$ cat config.mk
export PLATFORM = sky130hd
export DESIGN_NAME = fetch_pc_seq
export DESIGN_NICKNAME = d
export VERILOG_FILES = /design/src/rtl/fetch_pc_seq.sv
export SDC_FILE = /design/constraint.sdc
export NUM_CORES = 1
export LEC_CHECK = 0
export CORE_ASPECT_RATIO = 1.5
export CORE_MARGIN = 2
export CORE_UTILIZATION = 48
export DETAILED_ROUTE_END_ITERATION = 10
export GPL_ROUTABILITY_DRIVEN = 0
export PLACE_DENSITY = 0.87
export SLEW_MARGIN = 20
export SYNTH_ARGS = -nofsm -noshare
export SYNTH_HDL_FRONTEND = slang
export SYNTH_SLANG_ARGS = --single-unit
export TNS_END_PERCENT = 50
$ cat constraint.sdc
create_clock -name clk -period 3.8 [get_ports clk]
set_input_delay 0.95 -clock clk [delete_from_list [all_inputs] [get_ports clk]]
set_output_delay 0.95 -clock clk [all_outputs]
set_load 0.01 [all_outputs]
$ cat src/rtl/fetch_pc_seq.sv
// F-stage program counter with req/gnt fetch handshake and prioritised redirects.
// Optional build macro FETCH_PC_ALIGN_TRAP_EN enables range/alignment fault checking of the fetch PC.
module fetch_pc_seq #(
    parameter int unsigned          ADDR_W      = 32,
    parameter logic [ADDR_W-1:0]    RESET_VEC   = 32'h0000_3000,
    parameter logic [ADDR_W-1:0]    HANDLER_VEC = 32'h0000_4180,
    parameter logic [ADDR_W-1:0]    TEXT_LO     = 32'h0000_3000,
    parameter logic [ADDR_W-1:0]    TEXT_HI     = 32'h0000_6ffc,
    parameter int unsigned          STEP        = 4
) (
    input  logic              clk,
    input  logic              reset,
    input  logic              en,
    input  logic              exc_req,
    input  logic              eret_req,
    input  logic [ADDR_W-1:0] epc,
    input  logic              br_valid,
    input  logic [ADDR_W-1:0] br_target,
    output logic              imem_req,
    output logic [ADDR_W-1:0] imem_addr,
    input  logic              imem_gnt,
    output logic [ADDR_W-1:0] pc,
    output logic              pc_valid,
    output logic [4:0]        exc_code
);

    typedef enum logic [1:0] {S_IDLE, S_FETCH, S_HOLD} state_t;

    localparam logic [ADDR_W-1:0] STEP_INC = ADDR_W'(STEP);

    state_t            state_q, state_d;
    logic [ADDR_W-1:0] pc_q, pc_d;
    logic              pend_v_q, pend_v_d;
    logic [1:0]        pend_pri_q, pend_pri_d;
    logic [ADDR_W-1:0] pend_tgt_q, pend_tgt_d;

    logic              redir;
    logic [1:0]        redir_pri;
    logic [ADDR_W-1:0] redir_tgt;
    logic              fault;
    logic              done;

    // Redirect priority: 3 = exception, 2 = ERET, 1 = branch/jump, 0 = none
    always_comb begin
        redir     = exc_req | eret_req | br_valid;
        redir_pri = 2'd0;
        redir_tgt = br_target;
        if (exc_req) begin
            redir_pri = 2'd3;
            redir_tgt = HANDLER_VEC;
        end else if (eret_req) begin
            redir_pri = 2'd2;
            redir_tgt = epc;
        end else if (br_valid) begin
            redir_pri = 2'd1;
        end
    end

`ifdef FETCH_PC_ALIGN_TRAP_EN
    localparam logic [ADDR_W-1:0] STEP_MASK = ADDR_W'(STEP - 1);
    logic pc_illegal;

    always_comb begin
        pc_illegal = (pc_q < TEXT_LO) || (pc_q > TEXT_HI) || ((pc_q & STEP_MASK) != '0);
        fault      = (state_q == S_FETCH) && pc_illegal;
        exc_code   = fault ? 5'd4 : 5'd0;
    end
`else
    always_comb begin
        fault    = 1'b0;
        exc_code = '0;
    end
`endif

    always_comb begin
        done      = (state_q == S_FETCH) && (imem_gnt || fault);
        imem_req  = (state_q == S_FETCH) && !fault;
        imem_addr = pc_q;
        pc        = pc_q;
        pc_valid  = done;
    end

    always_comb begin
        state_d    = state_q;
        pc_d       = pc_q;
        pend_v_d   = pend_v_q;
        pend_pri_d = pend_pri_q;
        pend_tgt_d = pend_tgt_q;
        case (state_q)
            S_IDLE: begin
                state_d = S_FETCH;
                if (redir) begin
                    pc_d     = redir_tgt;
                    pend_v_d = 1'b0;
                end
            end
            S_FETCH: begin
                if (done) begin
                    if (redir)
                        pc_d = redir_tgt;
                    else if (pend_v_q)
                        pc_d = pend_tgt_q;
                    else
                        pc_d = pc_q + STEP_INC;
                    pend_v_d = 1'b0;
                    state_d  = en ? S_FETCH : S_HOLD;
                end else if (redir && (!pend_v_q || redir_pri >= pend_pri_q)) begin
                    // Request outstanding: address must stay put, so park the redirect
                    pend_v_d   = 1'b1;
                    pend_pri_d = redir_pri;
                    pend_tgt_d = redir_tgt;
                end
            end
            S_HOLD: begin
                if (redir) begin
                    pc_d     = redir_tgt;
                    pend_v_d = 1'b0;
                end
                if (en)
                    state_d = S_FETCH;
            end
            default: state_d = S_IDLE;
        endcase
    end

    always_ff @(posedge clk) begin
        if (!reset) begin
            state_q    <= S_IDLE;
            pc_q       <= RESET_VEC;
            pend_v_q   <= 1'b0;
            pend_pri_q <= '0;
            pend_tgt_q <= '0;
        end else begin
            state_q    <= state_d;
            pc_q       <= pc_d;
            pend_v_q   <= pend_v_d;
            pend_pri_q <= pend_pri_d;
            pend_tgt_q <= pend_tgt_d;
        end
    end

endmodule
==> flow_summary.yaml, run 1 <==
global_route:
  grt_use_total_pct: 26.3
  grt_start_max_net_pins: 45
  grt_pass1_wl_um: 22900
  grt_pass1_vias: 4893
  antenna_found_initial: 0
  globalRouteOverflowTotal: 0
placement:
  dp_slack_ns: 0.374
  dp_hpwl_um: 9540
  io_buffers: 136
sta:
  fmax_mhz: 300
  maxSlewViolCount: 0
  rsz0062_at_grt: "false"
  setup_viol: 0
  fin_ws_ns: 0.461
  hold_viol: 0
  tightest_slew_ns: 0.698
  finalCritPeriodShare_pct: 87.9
  totalNegativeSetupSlack_ns: 0
  worst_slew_margin_rel_pct: 53.5
  clock_skew_ns: 0.00474
  layout_min_cycle_time_ns: 3.34
die:
  die_area_mm2: 0.0106
  start_util_pct: 48.8
  ios: 142
  die_y_um: 125
  die-width_um: 84.8
  core_area_mm2: 0.00963
  rows: 44
route:
  routed_wl_um: 13800
  detail_route.wl_per_cell_um: 17.4
  vias_per_cell: 5.93
  drc: 0
  first_pass_iters: 5
  num_vias: 4714
  drt_iter0_drc: 474
  drtAntennaViolNets: 0
min_path:
  hold_path.class: "register to register"
  whs_endpoint: "pend_pri_q[1]$_SDFFE_PN0P_"
  min-delay-start: "pend_pri_q[1]$_SDFFE_PN0P_"
  hold_depth: 1
synth:
  synth_flop_cell: "dfxtp_1"
  synth_top_cell_area_share_pct: 29.4
  synthSimpleGateAreaFrac_pct: 23.1
  synth_top_family_by_area: "simple AND/OR/NAND/NOR gates"
  synth_compound_area_share_pct: 19.8
  synthArstFlopShare_pct: 0
  yosysWarnings: 0
  synth.area.top_cells: "dfxtp_1, mux2i_1, buf_4"
  synth_top_area_cell: "dfxtp_1"
  syn_area_mm2: 0.00470
  avgSynthCellArea_um2: 7.97
  synth-edff-count: 0
  synth_cell_types: 61
  synth_fa_ha_area_share_pct: 0.798
  synthMuxAreaShare_pct: 13.2
  seq_area_frac_synth_pct: 29.4
  synth-seq-cells: 69
  syn_inst: 590
  synth-xor-area-share_pct: 2.79
setup_path:
  start_kind: "input pin"
  max_stage_delay_ns: 0.57
  worstReg2RegStart: "imem_addr[2]$_SDFFE_PN0P_"
  required_ns: 2.85
  r2r-end: "imem_addr[24]$_SDFFE_PN0P_"
  cp.arrival_ns: 2.39
  crit_type: "input pin to primary output"
  r2r_cells: 6
  cpMaxStageDelayCell: "clkdlybuf4s50_1"
  crit_chain: "clkdlybuf4s50_1 > nand2b_1 > nor2_1 > clkdlybuf4s50_1"
  cp-end-kind: "primary output"
  rrSetupSlack_ns: 1.41
  cp_max_fo: 3
  crit_top_cell: "clkdlybuf4s50_1"
  crit_start: "imem_gnt"
finish:
  area_growth_pct: 30.8
  fin_nets: 749
  antenna_cells: 0
  final_layout_size_suffix_gt1_share_pct: 6.62
power_and_ir_drop:
  power.density_mw_per_mm2: 354
  p_leak_nw: 2.28
  vdd_drop_max_v: 0.000267
clock_tree:
  numCtsBuffers: 9
  path_clk_slew_ns: 0.05
  cts_tree: "yes"
  cts_root_buf: "clkbuf_16"
  clockBufferDepth: 2
  clk_latency_ns: 0.34
  post-cts-setup-buffer-count: 0
  cts_resized: 0
  htreeDepth: 3
  postCtsHoldBufs: 0
  cts.sinks: 69
run:
  drv_cap: 0
status:
  status: "finished, final reports clean"
## cells in the mapped netlist, types with 9 or more instances
| library cell | instances |
|---|---|
| nor2b_1 | 34 |
| nor2_1 | 53 |
| clkbuf_1 | 22 |
| buf_4 | 37 |
| nand4_1 | 13 |
| buf_2 | 17 |
| inv_1 | 15 |
| nand3_1 | 12 |
| a31oi_1 | 9 |
| a21oi_1 | 28 |
| dfxtp_1 | 69 |
| mux2i_1 | 62 |
| nand2_1 | 38 |
| nor3_1 | 14 |
| o21ai_0 | 48 |
## placed cells by master (no fill, tap or decap), drive strengths merged, types with 2 or more instances in the layout
| cell | instances |
|---|---|
| a211oi | 6 |
| a21boi | 3 |
| a21o | 5 |
| a21oi | 28 |
| a221oi | 4 |
| a31o | 5 |
| a31oi | 9 |
| a41oi | 2 |
| and2 | 2 |
| and3 | 7 |
| and4 | 2 |
| buf | 15 |
| clkbuf | 11 |
| clkdlybuf4s50 | 133 |
| clkinv | 4 |
| conb | 5 |
| dfxtp | 69 |
| ha | 3 |
| inv | 15 |
| mux2i | 62 |
| nand2 | 38 |
| nand2b | 4 |
| nand3 | 13 |
| nand4 | 14 |
| nor2 | 53 |
| nor2b | 34 |
| nor3 | 16 |
| nor4 | 5 |
| nor4b | 2 |
| o211a | 8 |
| o211ai | 7 |
| o21a | 5 |
| o21ai | 48 |
| o31a | 2 |
| or3 | 6 |
| or4 | 2 |
| xnor2 | 8 |
| xor2 | 7 |
## worst max-delay path by stage
| stage | endpoint | slack, ns | depth (start not counted) |
|---|---|---|---|
| after floorplan | pend_tgt_q[7]$_SDFFE_PN0P_ | 0.56 | 12 |
| after global placement | pc_valid | 0.50 | 4 |
| after detailed placement | pend_tgt_q[28]$_SDFFE_PN0P_ | 0.37 | 9 |
| after CTS | pc_valid | 0.46 | 4 |
| after global routing | pc_valid | 0.39 | 4 |
| final | pc_valid | 0.46 | 4 |
## sequential cells by signal (all words and copies together) (netlist names)
name	cells
imem_addr	32
pend_tgt_q	32
state_q	2
pend_v_q	1
pend_pri_q	2
## where the power goes
part,switching [mW],internal [mW]
Sequential,0.0618,0.769
Clock,0.310,0.521
Combinational,0.241,0.274
## metal layers
metal | share of wire (%) | global-route usage [%]
met3 | 6.1 | 4.75
met2 | 53 | 46.9
met4 | 3.0 | 13.2
met5 | 0 | 0
met1 | 38 | 29.5
## worst max-delay path, delay by kind of cell
family	cells	cell delay, ns
buffers and inverters	2	1.13
AND/OR/NAND/NOR	2	0.31
## stage by stage
step	instance area [µm²]	power [mW]	hold WS [ns]	util [%]	std cells
global placement	5860	1.34	0.471	60.8	779
CTS	6150	2.18	0.502	63.8	795
global route	6150	2.26	0.516	63.8	795
finish	6150	2.18	0.501	63.8	795
floorplan	4720	1.14	0.463	-	594
detailed placement	5860	1.35	0.488	60.8	779
## cell families (layout without fill, tap and decap cells)
kind of cell	count (synthesis)	in the layout
AO/OA/AOI/OAI	144	144
XOR/XNOR	15	15
adder cells (fa/ha/maj)	3	3
buffers and inverters	93	179
flip-flops	69	69
multiplexers	62	62
other	1	5
AND/OR/NAND/NOR	203	203
## final cells by class
type	count	area [µm²]
multi-input combinational	432	2840
clock buffer	11	243
timing repair buffer	148	1440
inverter	15	56.3
clock inverter	5	50.0
sequential	69	1380
fill	751	3480
tap	115	144
No activity file was read; power rests on OpenSTA's default activity.
==> run 2: changes to the inputs <==
--- a/config.mk
+++ b/config.mk
@@ -11,6 +11,7 @@
 export DETAILED_ROUTE_END_ITERATION = 10
 export GPL_ROUTABILITY_DRIVEN = 0
 export PLACE_DENSITY = 0.87
+export SKIP_LAST_GASP = 1
 export SLEW_MARGIN = 20
 export SYNTH_ARGS = -nofsm -noshare
 export SYNTH_HDL_FRONTEND = slang
==> results of run 2 <==
Same layout as run 1: the final DEF is identical, and so are final timing and power.
==> run 3: changes to the inputs <==
--- a/config.mk
+++ b/config.mk
@@ -6,7 +6,7 @@
 export NUM_CORES = 1
 export LEC_CHECK = 0
 export CORE_ASPECT_RATIO = 1.5
-export CORE_MARGIN = 2
+export CORE_MARGIN = 3
 export CORE_UTILIZATION = 48
 export DETAILED_ROUTE_END_ITERATION = 10
 export GPL_ROUTABILITY_DRIVEN = 0
==> flow_summary.yaml, run 3 (synthesized netlist as in run 1, its figures left out) <==
route:
  drc: 0
  drtAntennaViolNets: 0
  detail_route.wl_per_cell_um: 18.1
  vias_per_cell: 6.16
  routed_wl_um: 14300
  num_vias: 4873
  drt_iter0_drc: 375
  first_pass_iters: 6
sta:
  fmax_mhz: 304
  finalCritPeriodShare_pct: 86.5
  hold_viol: 0
  totalNegativeSetupSlack_ns: 0
  tightest_slew_ns: 0.648
  worst_slew_margin_rel_pct: 56.8
  rsz0062_at_grt: "false"
  layout_min_cycle_time_ns: 3.29
  maxSlewViolCount: 0
  clock_skew_ns: 0.00428
  setup_viol: 0
finish:
  layout_commonest_cell: "clkdlybuf4s50_1"
  final_layout_size_suffix_gt1_share_pct: 6.48
  multi_input_area_mm2: 0.00284
  n_fill_cell: 735
  final_cell_mix: "clkdlybuf4s50_1, dfxtp_1, mux2i_1"
  fin_nets: 749
  fin_util_pct: 65.7
  area_growth_pct: 31.4
  ff_latch_area_mm2: 0.00138
  antenna_cells: 0
setup_path:
  cp-end-kind: "primary output"
  cpMaxStageDelayCell: "clkdlybuf4s50_1"
  crit_top_cell: "clkdlybuf4s50_1"
  cp.buffers_inverters: 2
  required_ns: 2.85
  crit_type: "input pin to primary output"
  cp_max_fo: 3
  crit_chain: "clkdlybuf4s50_1 > nand2b_1 > nor2_1 > clkdlybuf4s50_1"
  start_kind: "input pin"
  critPathTopFamily: "buffers and inverters"
  max_stage_delay_ns: 0.55
  cp.arrival_ns: 2.34
placement:
  io_buffers: 136
  dp_hpwl_um: 9720
status:
  status: "finished, final reports clean"
power_and_ir_drop:
  vdd_drop_max_v: 0.000323
  p_leak_nw: 2.28
  clkPwrFrac_pct: 39.8
  power.density_mw_per_mm2: 363
  p_sw_share_pct: 27.3
  p_sw_mw: 0.612
  power_frac_comb_pct: 23.1
  intPower_mw: 1.63
  seqPwrFrac_pct: 37.0
die:
  die_area_mm2: 0.0110
  die_y_um: 127
  core_area_mm2: 0.00942
  rows: 43
  die-width_um: 86.8
  ios: 142
  start_util_pct: 50.0
clock_tree:
  cts_resized: 0
  clockBufferDepth: 2
  post-cts-setup-buffer-count: 0
  htreeDepth: 3
  numCtsBuffers: 9
  cts.sinks: 69
  cts_tree: "yes"
  cts_root_buf: "clkbuf_16"
  clk_latency_ns: 0.33
  path_clk_slew_ns: 0.06
  postCtsHoldBufs: 0
global_route:
  grt_start_max_net_pins: 45
  grt_pass1_vias: 4913
  grt_use_met3_pct: 4.26
  grt_use_total_pct: 25.7
  grt_most_used_layer: "met2"
  grt_pass1_wl_um: 23100
  antenna_found_initial: 0
  use_met1_pct: 28.6
  grtUsageMet2_pct: 45.5
  globalRouteOverflowTotal: 0
run:
  drv_cap: 0
min_path:
  hold_path.class: "register to register"
run 3: worst paths after layout:
path                            slack [ns]  cells after the start                        start                           to
worst max-delay path                  0.51                      4                     imem_gnt                     pc_valid
worst max register to register        1.41                      6    imem_addr[2]$_SDFFE_PN0P_   imem_addr[24]$_SDFFE_PN0P_
worst min register to register        0.50                      1  pend_tgt_q[14]$_SDFFE_PN0P_  pend_tgt_q[14]$_SDFFE_PN0P_
worst min-delay path                  0.50                      1  pend_tgt_q[14]$_SDFFE_PN0P_  pend_tgt_q[14]$_SDFFE_PN0P_
run 3: power by group through the flow:
stage	combinational, mW	clock, mW	sequential (mW)
after floorplan	0.298	0	0.839
after global placement	0.500	0	0.840
after detailed placement	0.514	0	0.843
after CTS	0.519	0.901	0.829
after global routing	0.561	0.929	0.837
final	0.519	0.893	0.831
run 3: layout make-up:
type,instances,area share (%)
Multi-Input combinational cell,432,45.9
Timing Repair Buffer,148,23.4
Sequential cell,69,22.3
Clock buffer,11,3.93
Tap cell,112,2.27
Clock inverter,4,1.17
Inverter,15,0.911
run 3: metrics by stage:
stage	power (mW)	std cells	hold slack [ns]	setup slack, ns	cell area [µm²]
detailed placement	1.36	776	0.485	0.515	5870
global placement	1.34	776	0.472	0.545	5870
floorplan	1.14	594	0.463	0.556	4720
finish	2.24	791	0.499	0.513	6180
CTS	2.25	791	0.498	0.509	6180
global route	2.33	791	0.519	0.408	6180
run 3: layer usage:
metal	share of wire (%)	wire length, µm
met5	0	0
met4	4.1	585
met3	6.7	957
met2	53	7540
met1	36	5190
